### src/rtl/ide_pkg.sv
// ide_pkg: shared types and timing defaults for the IDE PIO sequencer.
// Phase counters are IDE_PHASE_W bits wide.
package ide_pkg;

    typedef enum logic [2:0] {
        IDLE,
        SETUP,
        ACTIVE,
        HOLD,
        RECOVER
    } ide_pio_state_t;

    localparam int IDE_PHASE_W           = 4;
    localparam int IDE_PHASE_MAX         = (1 << IDE_PHASE_W) - 1;
    localparam int IDE_T_SETUP_DEF       = 1;
    localparam int IDE_T_ACTIVE_DEF      = 3;
    localparam int IDE_T_RECOVERY_DEF    = 2;
    localparam int IDE_IORDY_TIMEOUT_DEF = 12;

    // A phase of n cycles loads n-1 and ends on the cycle the count is zero.
    function automatic logic [IDE_PHASE_W-1:0] ide_phase_load(input int n);
        return IDE_PHASE_W'(n - 1);
    endfunction

endpackage

### src/rtl/ide_phase_timer.sv
// ide_phase_timer: loadable down-counter that saturates at zero.
// zero_o reflects the registered count.
module ide_phase_timer
    import ide_pkg::*;
(
    input  logic                   CLK,
    input  logic                   n_reset_clocked,
    input  logic                   load_i,
    input  logic [IDE_PHASE_W-1:0] val_i,
    input  logic                   dec_i,
    output logic                   zero_o
);

    logic [IDE_PHASE_W-1:0] cnt_q;
    logic [IDE_PHASE_W-1:0] cnt_d;

    // load wins over decrement; the count never wraps below zero
    always_comb begin
        cnt_d = cnt_q;
        if (load_i) begin
            cnt_d = val_i;
        end else if (dec_i && (cnt_q != '0)) begin
            cnt_d = cnt_q - 1'b1;
        end
    end

    // count register
    always_ff @(posedge CLK or negedge n_reset_clocked) begin
        if (!n_reset_clocked) begin
            cnt_q <= '0;
        end else begin
            cnt_q <= cnt_d;
        end
    end

    assign zero_o = (cnt_q == '0);

endmodule

### src/rtl/ide_pio_sequencer.sv
// ide_pio_sequencer: turns 68000 accesses to $DA0000-$DA3FFF into timed
// ATA PIO cycles. IORDY wait states are built only with IDE_PIO_IORDY_WAIT_EN.
module ide_pio_sequencer
    import ide_pkg::*;
#(
    parameter int T_SETUP       = IDE_T_SETUP_DEF,
    parameter int T_ACTIVE      = IDE_T_ACTIVE_DEF,
    parameter int T_RECOVERY    = IDE_T_RECOVERY_DEF,
    parameter int IORDY_TIMEOUT = IDE_IORDY_TIMEOUT_DEF
) (
    input  logic CLK,
    input  logic n_reset_clocked,
    input  logic _AS,
    input  logic R_W,
    input  logic ide_sel,
    input  logic IORDY,
    output logic _DIOR,
    output logic _DIOW,
    output logic dd_oe,
    output logic rd_latch,
    output logic dtack_en,
    output logic busy,
    output logic timeout
);

    localparam logic [IDE_PHASE_W-1:0] LD_SETUP = ide_phase_load(T_SETUP);
    localparam logic [IDE_PHASE_W-1:0] LD_ACT   = ide_phase_load(T_ACTIVE);
    localparam logic [IDE_PHASE_W-1:0] LD_REC   = ide_phase_load(T_RECOVERY);

    if (T_SETUP < 1 || T_SETUP > IDE_PHASE_MAX) begin : g_bad_setup
        $error("T_SETUP must be 1..15");
    end
    if (T_ACTIVE < 1 || T_ACTIVE > IDE_PHASE_MAX) begin : g_bad_active
        $error("T_ACTIVE must be 1..15");
    end
    if (T_RECOVERY < 1 || T_RECOVERY > IDE_PHASE_MAX) begin : g_bad_rec
        $error("T_RECOVERY must be 1..15");
    end
    if (IORDY_TIMEOUT < 1 || IORDY_TIMEOUT > IDE_PHASE_MAX) begin : g_bad_tmo
        $error("IORDY_TIMEOUT must be 1..15");
    end

    ide_pio_state_t state_q;
    ide_pio_state_t state_d;

    logic                   as_s_q;
    logic                   dir_q;
    logic                   dir_d;
    logic                   dior_q;
    logic                   diow_q;
    logic                   oe_q;
    logic                   dtack_q;
    logic                   busy_q;
    logic                   timeout_q;
    logic                   timeout_d;
    logic                   ph_ld;
    logic [IDE_PHASE_W-1:0] ph_val;
    logic                   ph_zero;
    logic                   act_done;
    logic                   tmo_hit;

    ide_phase_timer u_phase (
        .CLK             (CLK),
        .n_reset_clocked (n_reset_clocked),
        .load_i          (ph_ld),
        .val_i           (ph_val),
        .dec_i           (1'b1),
        .zero_o          (ph_zero)
    );

`ifdef IDE_PIO_IORDY_WAIT_EN
    logic wt_zero;
    logic wt_dec;

    // the wait budget is rearmed whenever the strobe is not active
    assign wt_dec = (state_q == ACTIVE) && ph_zero && !IORDY;

    ide_phase_timer u_wait (
        .CLK             (CLK),
        .n_reset_clocked (n_reset_clocked),
        .load_i          (state_q != ACTIVE),
        .val_i           (IDE_PHASE_W'(IORDY_TIMEOUT)),
        .dec_i           (wt_dec),
        .zero_o          (wt_zero)
    );

    assign act_done = ph_zero && (IORDY || wt_zero);
    assign tmo_hit  = ph_zero && !IORDY && wt_zero;
`else
    logic unused_iordy;

    assign unused_iordy = IORDY;
    assign act_done     = ph_zero;
    assign tmo_hit      = 1'b0;
`endif

    // next state, latched direction, phase loads and sticky timeout
    always_comb begin
        state_d   = state_q;
        dir_d     = dir_q;
        ph_ld     = 1'b0;
        ph_val    = '0;
        timeout_d = timeout_q;
        unique case (state_q)
            IDLE: begin
                if (!as_s_q && ide_sel) begin
                    state_d   = SETUP;
                    dir_d     = R_W;
                    ph_ld     = 1'b1;
                    ph_val    = LD_SETUP;
                    timeout_d = 1'b0;
                end
            end
            SETUP: begin
                if (as_s_q) begin
                    state_d = RECOVER;
                    ph_ld   = 1'b1;
                    ph_val  = LD_REC;
                end else if (ph_zero) begin
                    state_d = ACTIVE;
                    ph_ld   = 1'b1;
                    ph_val  = LD_ACT;
                end
            end
            ACTIVE: begin
                if (as_s_q) begin
                    state_d = RECOVER;
                    ph_ld   = 1'b1;
                    ph_val  = LD_REC;
                end else if (act_done) begin
                    state_d   = HOLD;
                    timeout_d = tmo_hit;
                end
            end
            HOLD: begin
                if (as_s_q) begin
                    state_d = RECOVER;
                    ph_ld   = 1'b1;
                    ph_val  = LD_REC;
                end
            end
            RECOVER: begin
                if (ph_zero) begin
                    state_d = IDLE;
                end
            end
            default: state_d = IDLE;
        endcase
    end

    // state, bus-strobe sync and outputs registered from the next state
    always_ff @(posedge CLK or negedge n_reset_clocked) begin
        if (!n_reset_clocked) begin
            state_q   <= IDLE;
            as_s_q    <= 1'b1;
            dir_q     <= 1'b0;
            dior_q    <= 1'b1;
            diow_q    <= 1'b1;
            oe_q      <= 1'b0;
            dtack_q   <= 1'b0;
            busy_q    <= 1'b0;
            timeout_q <= 1'b0;
        end else begin
            state_q   <= state_d;
            as_s_q    <= _AS;
            dir_q     <= dir_d;
            dior_q    <= !((state_d == ACTIVE) && dir_d);
            diow_q    <= !((state_d == ACTIVE) && !dir_d);
            oe_q      <= !dir_d &&
                         (state_d inside {SETUP, ACTIVE, HOLD});
            dtack_q   <= (state_d == HOLD);
            busy_q    <= (state_d != IDLE);
            timeout_q <= timeout_d;
        end
    end

    assign _DIOR    = dior_q;
    assign _DIOW    = diow_q;
    assign dd_oe    = oe_q;
    assign dtack_en = dtack_q;
    assign busy     = busy_q;
    assign timeout  = timeout_q;

    // capture strobe: last ACTIVE cycle of a read that is not being aborted
    assign rd_latch = (state_q == ACTIVE) && act_done && dir_q && !as_s_q;

endmodule

### config.mk
export PLATFORM = sky130hd
export DESIGN_NAME = ide_pio_sequencer
export DESIGN_NICKNAME = d
export VERILOG_FILES = /design/src/rtl/ide_pkg.sv /design/src/rtl/ide_phase_timer.sv /design/src/rtl/ide_pio_sequencer.sv
export SDC_FILE = /design/constraint.sdc
export NUM_CORES = 1
export LEC_CHECK = 0
export ABC_AREA = 1
export ABC_CLOCK_PERIOD_IN_PS = 1800
export CAP_MARGIN = 20
export CORE_MARGIN = 1
export CORE_UTILIZATION = 40
export CTS_BUF_LIST = sky130_fd_sc_hd__clkbuf_4
export DETAILED_ROUTE_END_ITERATION = 10
export GPL_TIMING_DRIVEN = 1
export SLEW_MARGIN = 20
export SYNTH_ARGS = -nofsm -noshare
export SYNTH_HDL_FRONTEND = slang
export SYNTH_SLANG_ARGS = --single-unit
### constraint.sdc
create_clock -name CLK -period 1.8 [get_ports CLK]
set_input_delay 0.36 -clock CLK [delete_from_list [all_inputs] [get_ports CLK]]
set_output_delay 0.36 -clock CLK [all_outputs]
set_load 0.005 [all_outputs]
# [After elaboration in Yosys (flattened, before gate mapping)]
# Index checks and enable logic that the tools add are counted.
[totals] latch_bits=0 ramBits=0 n_memories=0 output_inout_bits=7 inputBits=6 elab_cells=66 rom_bits=0 regBits=15
[op_classes] shifts=0 eq_ne=10 n_div=0 n_mux=25 multipliers=0 n_reduce_logical=20 n_lt_le_gt_ge=0 bitwise=0 n_addsub=1
[ops] op="3-bit two-way mux" n=7
[ops] op="3-bit one-hot mux with 5 select lines" n=1
[ops] op="3-bit by 2-bit equality test with 1-bit output (second input constant)" n=4
[ops] op="1-bit two-way mux" n=10
[ops] op="4-bit two-way mux" n=2
[ops] op="1-bit logical AND" n=7
[ops] op="3-bit by 1-bit equality test with 1-bit output (second input constant)" n=2
[ops] op="2-bit inequality test (second input constant)" n=3
[ops] op="3-bit nonzero test" n=2
[ops] op="1-bit zero test" n=4
[ops] op="4-bit zero test" n=1
[ops] op="2-bit two-way mux" n=2
[ops] op="2-bit one-hot mux with 2 select lines" n=1
[ops] op="4-bit AND reduction" n=1
[ops] op="2-bit nonzero test" n=2
[ops] op="4-bit nonzero test" n=1
[ops] op="4-bit by 1-bit subtractor with 4-bit output (second input constant)" n=1
[ops] op="3-bit equality test (second input constant)" n=1
[ops] op="3-bit zero test" n=1
[ops] op="1-bit one-hot mux with 3 select lines" n=1
[ops] op="1-bit one-hot mux with 2 select lines" n=1
[ops] op="2-bit OR reduction" n=1

# [Longest topological paths before layout]
# Gate-level depths: netlist of run 1.
[logic_depth] depth_word=7 depth_mapped=9 ltp_nobuf=9

# [Hierarchy]
# From an unflattened synthesis of run 1, not the netlist that was laid out.
[hier_totals] hier_cells=102 area_unflattened_um2=772.0
[by_module_without_submodules] mod="ide_pio_sequencer" instances=1 area_each_um2=476.7 seq_area_each_um2=254.0 cells_each=56
[by_module_without_submodules] mod="ide_phase_timer" instances=1 area_each_um2=295.3 seq_area_each_um2=100.1 cells_each=46

# [Least setup slack after synthesis of run 1]
# OpenSTA, ideal clock, no wires.
[synth_path] path_kind="register to output" startpoint="reg u_phase.cnt_q[0]" endpoint="out rd_latch" path_buffers=0 path_slack_ns=0.474 arrival_time_ns=0.966 required_ns=1.440 stages_incl_launch_ff=5 cell_sequence="dfrtp_1 inv_1 ha_1 nand3_4 nor3_1"
[synth_between] elab_chain_cells=4
[synth_rtl] element="start: declaration" line="ide_phase_timer.sv:14" text="logic [IDE_PHASE_W-1:0] cnt_q;"
[synth_rtl] element="start signal: assignment" line="ide_phase_timer.sv:32" text="cnt_q <= cnt_d;"
[synth_rtl] element="4-bit zero test" line="ide_phase_timer.sv:36" text="assign zero_o = (cnt_q == '0);"
[synth_rtl] element="1-bit logical AND (3 in series)" line="ide_pio_sequencer.sv:185" text="assign rd_latch = (state_q == ACTIVE) && act_done && dir_q && !as_s_q;"
[synth_rtl] element="end: declaration" line="ide_pio_sequencer.sv:20" text="output logic rd_latch,"
# No other way between the ends.

# [Final worst setup path of run 1]
# Ends and elaborated chain as after synthesis.

==> flow_metrics.tcl, run 1 <==
set metrics [dict create \
    boundaryPins 13 \
    antenna_left 0 \
    async_flop_share 1.00 \
    drt_iter0_drc 2 \
    first_pass_iters 2 \
    dieWidth_um 44.7 \
    setup_slack_ns 0.0943 \
    start_kind "register" \
    cp_data_required_time_ns 1.44 \
    synth_top_cell_area_share 0.378 \
    insertion_delay_ns 0.28 \
    postSynthCellCount 83 \
    row_count 15 \
    yosysTopAreaCell "dfrtp_1" \
    final_nets 109 \
    p_per_area_mw_per_mm2 1430 \
    vdd_ir_drop_max_mv 0.665 \
    pre_cts_ws_ns 0.0396 \
    hold_class "primary input to async pin" \
    h-tree-depth 1 \
    dp_cells 122 \
    synth_commonest_cells "nand2_1 (17), inv_1 (14), dfrtp_1 (11)" \
    wl_per_cell_um 10.3 \
    die_area_sq_mm 0.00199 \
    crit_path_end_kind "output port" \
    grt.total_usage 0.147 \
    critPathMaxFanout 2 \
    hpwl_um 923 \
    syn-num-nets 90 \
    cts.clk_slew.worst_paths_ns 0.09 \
    fill_cells 162 \
    die_y_um 44.7 \
    finalMaxSlewViolations 0 \
    synth_cell_types 23 \
    viasPerCell 4.33 \
    grt_antenna_before_repair 0 \
    drc_errors 0 \
    yosysSeqAreaShare 0.486 \
    fin_crit_ns 1.71 \
    ys_top_cells_by_area "dfrtp_1 (38%), dfstp_2 (11%), nand2_1 (8.8%), inv_1 (7.2%), nand3_1 (4.8%)" \
    final_hold_viol_count 0 \
    leakagePower_nw 0.462 \
    cts_inserted_buffers 3 \
    tns_ns 0 \
    cts_root_buf "clkbuf_4" \
    numClockSinks 14 \
    drv_cap 0 \
    synth_ff_type "dfrtp_1" \
    fin_util 0.549 \
    grt_pass1_wl_mm 2.08 \
    synth_most_common_cell "nand2_1" \
    syn_area_sq_um 728 \
    syn_area_per_cell_sq_um 8.77 \
    cts_buffer_depth 2 \
    setup_viol 0 \
    postCtsSetupRepairBufs 0 \
    portBuffers 10 \
    final_layout_size_suffix_gt1_frac 0.307 \
    vias 546 \
    total_power_w 0.00134 \
    ys_ff_latch 14 \
    fin_worst_skew_ns 0.00512 \
    multi_input_area_sq_um 325 \
    max_freq_mhz 586 \
    overflow 0 \
    crit_type "register to output port" \
    synth_edf_count 0 \
    seqCellArea_sq_um 354 \
    status "complete, no violations" \
    r2r_setup_slack_ns 0.37 \
    initial_core_util 0.426 \
    gp_congestion 0.752 \
    area_growth_pct 28.7 \
    worstPathArrival_ns 1.35 \
    wl_mm 1.29 \
    fin_cells 126 \
    timing.final.crit_share 0.948 \
    rsz0062_at_grt "no" \
    cts_tree "built" \
    diodes 0 \
    core-area_sq_mm 0.00171 \
    yosysWarnings 0 \
    grt_start_max_net_pins 15 \
    grt_pass1_vias 503 \
]
cell families after synthesis:
family / Yosys count / synth area share
buffers and inverters: 18 / 0.0979
DFF: 14 / 0.486
AOI/OAI and AO/OA: 5 / 0.0550
and+or+nand+nor: 42 / 0.314
other: 1 / 0.00515
xor gates and xnor gates: 2 / 0.0241
adders and majority gates: 1 / 0.0172
final timing paths:
kind,to,cells past startpoint,startpoint
worst max-delay path,rd_latch,5,u_phase.cnt_q[0]
worst min-delay path,u_phase.cnt_q[1],2,n_reset_clocked
worst max register to register,u_phase.cnt_q[0],10,u_phase.cnt_q[0]
worst min register to register,u_phase.cnt_q[1],2,u_phase.cnt_q[1]
max in group asynchronous,_DIOW,2,n_reset_clocked
min in group CLK,as_s_q,1,_AS
layer usage:
| layer | track usage | vias to the layer above | routed length [um] |
|---|---|---|---|
| met3 | 0.0367 | 4 | 31 |
| met2 | 0.212 | 8 | 595 |
| met1 | 0.205 | 247 | 643 |
| li1 | - | 287 | - |
| met4 | 0.0727 | 0 | 22 |
| met5 | 0 | - | 0 |
layout make-up:
class | count | area share
Clock buffer | 3 | 0.0240
Clock inverter | 1 | 0.00401
Tap cell | 25 | 0.0334
Inverter | 17 | 0.0681
Timing Repair Buffer | 15 | 0.146
Sequential cell | 14 | 0.378
Multi-Input combinational cell | 51 | 0.347
stage by stage:
step / area, sq um / hold WS [ns]
3_3_place_gp: 890 / 0.467
2_1_floorplan: 728 / 0.0644
3_5_place_dp: 890 / 0.464
5_1_grt: 937 / 0.392
6_report: 937 / 0.368
4_1_cts: 917 / 0.378
registers in the layout, summed over array words and instances, names as in the netlist:
register	flops
_DIOR	1
_DIOW	1
as_s_q	1
busy	1
dd_oe	1
dir_q	1
dtack_en	1
state_q	3
u_phase.cnt_q	4
placed cells by master, fill, tap and decap left out:
master / count
buf_4: 5
ha_4: 1
nand2_2: 1
dfstp_2: 3
inv_2: 5
clkinv_1: 1
dfrtp_1: 11
nand2_1: 17
nand3_4: 1
o21ai_2: 1
nor2_2: 2
nand3_1: 7
xor2_1: 1
xnor2_1: 1
clkdlybuf4s50_1: 9
inv_1: 12
dlygate4sd2_1: 1
o21ai_1: 2
conb_1: 1
a21oi_4: 1
nor3_1: 1
a21oi_1: 1
nand3_2: 3
nor2_1: 5
clkbuf_4: 3
nor2b_2: 1
nor3_2: 3
nor2_4: 1
worst max-delay path, stage by stage (launching register included):
cell and delay (ns):
dfrtp_1 0.40, inv_2 0.09, ha_4 0.16, nand3_4 0.08, nor3_2 0.09, dlygate4sd2_1 0.24
timing repair:
action                     in CTS  in global routing
hold buffers                    0                  0
setup endpoints to repair       1                  1
resized for setup               2                  5
pin swaps                       0                  0
power breakdown:
group / switching (W) / internal [W]
Sequential: 0.0000526 / 0.000411
Combinational: 0.000386 / 0.000302
Clock: 0.000111 / 0.0000804
Total: 0.000550 / 0.000794
No activity file was read; power rests on OpenSTA's default activity.
==> inputs of run 2 (changes only) <==
- CORE_MARGIN: 1 -> 4
==> run 2 against run 1 <==
  * Count of clock-buffer cells in the layout unchanged
  * Sequential cell count unchanged
  * Setup slack improved by 0.0068 ns
  * Clock power decreased by 3%
  * Sequential power decreased by 2%
  * Critical path type unchanged
  * Largest power group unchanged
==> flow_metrics.tcl, run 2 (synthesized netlist as in run 1, its figures left out) <==
set metrics [dict create \
    status "complete, no violations" \
    crit_path_end_kind "output port" \
    tns_ns 0 \
    grt_antenna_before_repair 0 \
    fill_cells 155 \
    cp_top_family "flip-flops" \
    dieWidth_um 50.7 \
    grt_pass1_vias 555 \
    final_hold_viol_count 0 \
    first_pass_iters 2 \
    portBuffers 10 \
    hpwl_um 971 \
    worstPathBufferInverterCount 2 \
    timing.final.crit_share 0.944 \
    vdd_ir_drop_max_mv 0.594 \
    seqPwrFrac 0.343 \
    drc_errors 0 \
    cts.clk_slew.worst_paths_ns 0.08 \
    sw_frac_of_total 0.395 \
    multi_input_area_sq_um 320 \
    p_sw_w 0.000528 \
    viasPerCell 4.29 \
    critical_path.slowest_cell "dfrtp_1" \
    die_y_um 50.7 \
    wl_mm 1.22 \
    worstPathCellList "inv_2, ha_4, nand3_4, nor3_2, dlygate4sd2_1" \
    cp_data_required_time_ns 1.44 \
    max_flop_register "u_phase.cnt_q" \
    regToRegStartpoint "u_phase.cnt_q[0]" \
    initial_core_util 0.422 \
    gp_congestion 0.749 \
    overflow 0 \
    worstPathArrival_ns 1.34 \
    die_area_sq_mm 0.00257 \
    leakagePower_nw 0.471 \
    max_freq_mhz 589 \
    critPathMaxFanout 2 \
    p_int_w 0.000807 \
    insertion_delay_ns 0.28 \
    vias 549 \
    grt_pass1_wl_mm 2.26 \
    wl_per_cell_um 9.52 \
    crit_path_start "u_phase.cnt_q[0]" \
    core-area_sq_mm 0.00173 \
    cts_root_buf "clkbuf_4" \
    slowest_delay_ns 0.39 \
    boundaryPins 13 \
    numClockSinks 14 \
    total_power_w 0.00133 \
    drv_cap 0 \
    drt_iter0_drc 7 \
    area_growth_pct 30.1 \
    rsz0062_at_grt "no" \
    finalMaxSlewViolations 0 \
    p_comb_frac 0.518 \
    fin_worst_skew_ns 0.000376 \
    crit_type "register to output port" \
    cp.depth 5 \
    pwr-share-clk 0.139 \
    seqCellArea_sq_um 354 \
    reg.largest.list "u_phase.cnt_q (4), state_q (3)" \
    cts_inserted_buffers 3 \
    antenna_left 0 \
    h-tree-depth 1 \
    hold_class "primary input to async pin" \
    p_per_area_mw_per_mm2 1410 \
    final_nets 111 \
    final_cell_mix "nand2_1 (17), inv_1 (12), dfrtp_1 (11)" \
    largest_reg_flops 4 \
    fin_crit_ns 1.70 \
    final_common_cell "nand2_1" \
    cts_tree "built" \
    final_layout_size_suffix_gt1_frac 0.320 \
    diodes 0 \
    r2r_cells 10 \
    setup_viol 0 \
    row_count 15 \
    grt_start_max_net_pins 15 \
    whs_ns 0.371 \
    cts_buffer_depth 2 \
    start_kind "register" \
    grt.total_usage 0.125 \
]
## run 2: final timing paths
| check | end | slack [ns] |
|---|---|---|
| min in group CLK | as_s_q | 0.47 |
| max in group asynchronous | as_s_q | 1.20 |
| max | rd_latch | 0.10 |
| max reg2reg | u_phase.cnt_q[0] | 0.41 |
| min reg2reg | u_phase.cnt_q[1] | 0.50 |
| min | u_phase.cnt_q[2] | 0.37 |
## run 2: power groups by stage
stage | sequential (W) | combinational [W] | clock (W)
global route | 0.000470 | 0.000803 | 0.000211
global placement | 0.000461 | 0.000656 | 0
CTS | 0.000454 | 0.000695 | 0.000197
finish | 0.000457 | 0.000692 | 0.000186
detailed placement | 0.000461 | 0.000665 | 0
floorplan | 0.000466 | 0.000450 | 0
## run 2: through the flow
stage | area (sq um) | utilization | std cells | setup slack, ns
detailed placement | 905 | 0.524 | 124 | 0.0234
floorplan | 728 | - | 83 | 0.474
CTS | 942 | 0.546 | 128 | 0.00783
finish | 947 | 0.549 | 128 | 0.101
global route | 947 | 0.549 | 128 | 0.0167
global placement | 905 | 0.524 | 124 | 0.0214
## run 2: final cells by class
type | count | area share
multi-input cells | 51 | 0.338
clock inverters | 1 | 0.00396
repair buffers | 17 | 0.160
inverters | 17 | 0.0674
clock buffers | 3 | 0.0238
flip-flops and latches | 14 | 0.374
well taps | 25 | 0.0330
## run 2: routing by layer
metal	track usage	share of wire	vias up
met3	0.0415	0.040	5
met5	0	0	-
li1	-	-	296
met1	0.149	0.48	240
met4	0.108	0.040	0
met2	0.178	0.44	8
## run 2: what timing repair did
item                       CTS  global route
buffers inserted             0             0
hold buffers                 0             0
setup endpoints to repair    1             1
resized for setup            3             3
